===== config.mk =====
export PLATFORM = sky130hd
export DESIGN_NAME = diff_freq_cmd_packer
export DESIGN_NICKNAME = d
export VERILOG_FILES = /design/src/rtl/diff_freq_cmd_packer.sv
export SDC_FILE = /design/constraint.sdc
export NUM_CORES = 1
export LEC_CHECK = 0
export CORE_ASPECT_RATIO = 0.9
export CORE_MARGIN = 5
export CORE_UTILIZATION = 54
export CTS_CLUSTER_SIZE = 28
export DETAILED_ROUTE_END_ITERATION = 16
export MAX_ROUTING_LAYER = met4
export PLACE_DENSITY = 0.83
export SYNTH_ARGS = -nofsm -noshare
export SYNTH_HDL_FRONTEND = slang
export SYNTH_SLANG_ARGS = --single-unit

===== constraint.sdc =====
create_clock -name clk -period 3.2 [get_ports clk]
set_input_delay 0.64 -clock clk [delete_from_list [all_inputs] [get_ports clk]]
set_output_delay 0.64 -clock clk [all_outputs]
set_load 0.02 [all_outputs]

===== src/rtl/diff_freq_cmd_packer.sv =====
// diff_freq_cmd_packer: latches one channel command into a 9-byte packet and
// feeds it to a UART transmitter one byte at a time over its start/done
// handshake. An optional idle gap can be inserted between bytes.
module diff_freq_cmd_packer #(
    parameter int DATA_BIT = 32,
    parameter int PACK_NUM = 9,
    parameter int GAP_CLK  = 0,
    parameter int GAP_W    = 16
) (
    input  logic                clk,
    input  logic                rst,
    input  logic                i_cmd_valid,
    output logic                o_cmd_ready,
    input  logic [DATA_BIT-1:0] i_out_pattern,
    input  logic [DATA_BIT-1:0] i_freq_pattern,
    input  logic [3:0]          i_channel,
    input  logic                i_mode,
    output logic                o_tx_start,
    output logic [7:0]          o_tx_data,
    input  logic                i_tx_done_tick,
    output logic                o_busy,
    output logic                o_pkt_done_tick
);

    localparam int               PKT_W    = PACK_NUM * 8;
    localparam logic [3:0]       LAST_IDX = 4'(PACK_NUM - 1);
    localparam logic [GAP_W-1:0] GAP_LOAD = GAP_W'(GAP_CLK);

    typedef enum logic [2:0] {
        S_IDLE,
        S_START,
        S_WAIT,
        S_GAP,
        S_DONE
    } state_t;

    state_t             state;
    state_t             state_nxt;
    logic [3:0]         idx;
    logic [GAP_W-1:0]   gap_cnt;
    logic [PKT_W-1:0]   pkt_sr;
    logic [7:0]         ctrl_byte;
    logic               accept;
    logic               last_byte;
    logic               byte_done;
    logic               advance;

    // Handshake uses the registered ready, so nothing is taken in the
    // first cycle after reset release before ready has risen.
    assign accept    = i_cmd_valid & o_cmd_ready;
    assign last_byte = (idx == LAST_IDX);
    // A done tick only counts while a byte is actually in flight.
    assign byte_done = (state == S_WAIT) && i_tx_done_tick;
    assign advance   = byte_done && !last_byte;
    assign ctrl_byte = {i_channel, 1'b0, i_mode, 2'b01};

    // The current byte is always the low byte of the packet shift register.
    assign o_tx_data = pkt_sr[7:0];

    // State register.
    always_ff @(posedge clk) begin
        // NOTE: sequential state uses non-blocking assignments so every
        // register samples the pre-edge values of its neighbours.
        if (rst) begin
            state <= S_IDLE;
        end else begin
            state <= state_nxt;
        end
    end

    // Next-state decode for the byte sequencer.
    always_comb begin
        // NOTE: default first so no path through the case leaves state_nxt
        // unassigned, which would otherwise infer a latch.
        state_nxt = state;
        case (state)
            S_IDLE: begin
                if (accept) begin
                    state_nxt = S_START;
                end
            end
            S_START: begin
                state_nxt = S_WAIT;
            end
            S_WAIT: begin
                if (i_tx_done_tick) begin
                    if (last_byte) begin
                        state_nxt = S_DONE;
                    end else if (GAP_CLK == 0) begin
                        state_nxt = S_START;
                    end else begin
                        state_nxt = S_GAP;
                    end
                end
            end
            S_GAP: begin
                if (gap_cnt <= GAP_W'(1)) begin
                    state_nxt = S_START;
                end
            end
            S_DONE: begin
                state_nxt = S_IDLE;
            end
            default: begin
                state_nxt = S_IDLE;
            end
        endcase
    end

    // Packet datapath, byte index, gap counter and registered status outputs.
    always_ff @(posedge clk) begin
        if (rst) begin
            pkt_sr          <= '0;
            idx             <= '0;
            gap_cnt         <= '0;
            o_cmd_ready     <= 1'b0;
            o_busy          <= 1'b0;
            o_tx_start      <= 1'b0;
            o_pkt_done_tick <= 1'b0;
        end else begin
            // Status flags are registered from the next state so each one
            // is true exactly while the FSM sits in the matching state.
            o_cmd_ready     <= (state_nxt == S_IDLE);
            o_busy          <= (state_nxt != S_IDLE);
            o_tx_start      <= (state_nxt == S_START);
            o_pkt_done_tick <= (state_nxt == S_DONE);

            if (accept) begin
                pkt_sr <= {ctrl_byte, i_freq_pattern, i_out_pattern};
                idx    <= '0;
            end else if (advance) begin
                pkt_sr <= pkt_sr >> 8;
                idx    <= idx + 4'd1;
            end

            if (advance) begin
                gap_cnt <= GAP_LOAD;
            end else if ((state == S_GAP) && (gap_cnt != '0)) begin
                gap_cnt <= gap_cnt - GAP_W'(1);
            end
        end
    end

endmodule


==> flow_metrics.tcl <==
set metrics [dict create \
    finalNetCount 675 \
    grt_setup_unrepaired "no" \
    io_pins 85 \
    finalHoldViolations 0 \
    crit_required_ps 3460 \
    grt_usage 0.240 \
    dpl_cell_area_sq_um 5270 \
    fin_tns_setup_ps 0 \
    cts.sink_count 97 \
    grt.overflow.total 0 \
    drive_above_1_share 0.0615 \
    drv_cap 0 \
    power_density_nw_per_um2 441 \
    layout.cells.non_filler 702 \
    min_period_ps 2390 \
    whs_ps 478 \
    post_cts_buffers 0 \
    row_count 31 \
    synth_fa_ha_area_frac 0.0141 \
    setup_viol 0 \
    place_inst 685 \
    synth_top_family_by_area "simple AND/OR/NAND/NOR gates" \
    antenna_found_initial 1 \
    root_buffer "clkbuf_8" \
    clk_pin_slew_ps 100 \
    die_w_um 105 \
    dr_total_vias 4272 \
    core-area_sq_um 8030 \
    die_h_um 95.9 \
    cp-start-kind "input pin" \
    synth-edff-count 0 \
    slew_headroom 0.491 \
    ys_seq_area_frac 0.439 \
    critPathCaptureType "flip-flop" \
    totalWireLength_um 11600 \
    fin_area_sq_um 5450 \
    vdd_drop_max_mv 0.357 \
    synth_area_leaders "dfxtp_1 (44%), a311oi_1 (12%), nand3_1 (8.1%)" \
    yosys_warnings 0 \
    port_buffers 84 \
    routedWlPerCell_um 16.5 \
    ctsHoldBuffers 0 \
    drv_slew 0 \
    die_area_sq_um 10100 \
    cts_inserted_buffers 9 \
    fmax_ghz 0.419 \
    syn_inst 548 \
    ctsResizeCount 0 \
    syn-cell-area_sq_um 4430 \
    final_antenna_net_count 0 \
    synthDominantCellAreaShare 0.439 \
    h-tree-depth 3 \
    fillCellCount 628 \
    first_global_vias 4045 \
    synth-simple-area-share 0.279 \
    cp.arrival_ps 2650 \
    initial_core_util 0.552 \
    place_congestion 0.869 \
    cp_max_fo 25 \
    tightest_slew_ps 764 \
    skew_ps 10.9 \
    viasPerCell 6.09 \
    first_pass_iters 5 \
    hold_class "reg2reg" \
    synth_area_leader_cell "dfxtp_1" \
    drc_errors 0 \
    crit_type "in2reg" \
    grt_max_degree 78 \
    worstSkewPairLatency_ps 360 \
    synthesis.nets 626 \
    cts_tree "done" \
    grt_pass1_wl_um 19400 \
    synth_cell_types 45 \
    place_hpwl_um 7910 \
    power_mw 2.40 \
    postSynthAreaPerCell_sq_um 8.08 \
    p_leak_nw 1.86 \
    ys_seq_elements 97 \
    synth_mux_area_frac 0.0158 \
    yosysMostFrequentCell "dfxtp_1" \
    finalCritPeriodShare 0.746 \
    synth_common_cells "dfxtp_1 (97), nand2_1 (84), nand3_1 (72)" \
    cts_max_path_buffers 2 \
    synth_xor_area_frac 0.00593 \
    ys.flop_type "dfxtp_1" \
    outcome "completed" \
    drt_iter0_markers 375 \
    area_delta_synth_final_pct 23.2 \
    async_flop_share 0 \
    synth_compound_area_frac 0.185 \
]
## cell type report
cell class              count  area, sq um  area share
diodes                      1         2.50    0.000459
clock inverters             5         40.0     0.00734
multi-input cells         389         2240       0.411
clock buffers              11          141      0.0259
well taps                  99          124      0.0227
flip-flops and latches     97         1940       0.356
repair buffers             95          943       0.173
inverters                   5         18.8     0.00344
## through the flow
stage / utilization / setup slack, ps
after floorplan: - / 1350
final: 0.679 / 813
after CTS: 0.679 / 851
after global placement: 0.656 / 581
after global routing: 0.679 / 689
after detailed placement: 0.656 / 462
## registers in the layout (all words and copies together), names as in the netlist
| register | count |
|---|---|
| gap_cnt | 16 |
| idx | 4 |
| o_busy | 1 |
| o_cmd_ready | 1 |
| o_pkt_done_tick | 1 |
| o_tx_start | 1 |
| pkt_sr | 70 |
| state | 3 |
## cells in the final DEF (no fill, tap or decap), types with 3 or more instances in the layout
cell type	synthesis	layout
a211oi_1	4	4
a21oi_1	19	19
a311oi_1	63	63
buf_4	8	9
clkbuf_8	0	10
clkdlybuf4s50_1	0	83
clkinv_4	0	3
dfxtp_1	97	97
ha_1	5	5
inv_1	5	5
mux2i_1	7	7
nand2_1	84	82
nand2b_1	5	5
nand3_1	72	72
nor2_1	67	67
nor3_1	10	10
nor4_1	5	5
o21ai_0	8	8
o31ai_1	3	3
or3_1	3	3
or3_4	3	3
## final timing paths
path                        from  slack [ps]    endpoint  depth (start not counted)
hold / removal        pkt_sr[57]         480  pkt_sr[57]                          2
hold reg to reg       pkt_sr[57]         480  pkt_sr[57]                          2
setup reg to reg          idx[0]        1010  gap_cnt[2]                          7
setup / recovery  i_tx_done_tick         810   pkt_sr[5]                          5
## metal layers
layer	track usage	part of all wire	vias to the layer above
met3	0.0563	0.065	16
met5	-	0	-
met4	0.0601	0.016	0
met2	0.366	0.46	148
li1	-	-	2083
met1	0.323	0.46	2025
## cell families after synthesis
kind of cell / count (synthesis)
simple gates: 268
compound gates: 106
flops: 97
buf+inv: 62
mux: 7
fa+ha+maj: 5
xor+xnor: 3
## where the power goes
| part | total [mW] | internal (mW) | switching (mW) |
|---|---|---|---|
| clock network | 0.734 | 0.310 | 0.424 |
| registers | 1.33 | 1.28 | 0.0480 |
| logic | 0.339 | 0.172 | 0.167 |
## worst max-delay path: stages
cell             delay, ps
clkdlybuf4s50_1        510
nor4bb_4               670
buf_4                  390
nand3_1                120
a311oi_1               320
Power figures use the tool's default switching activity.
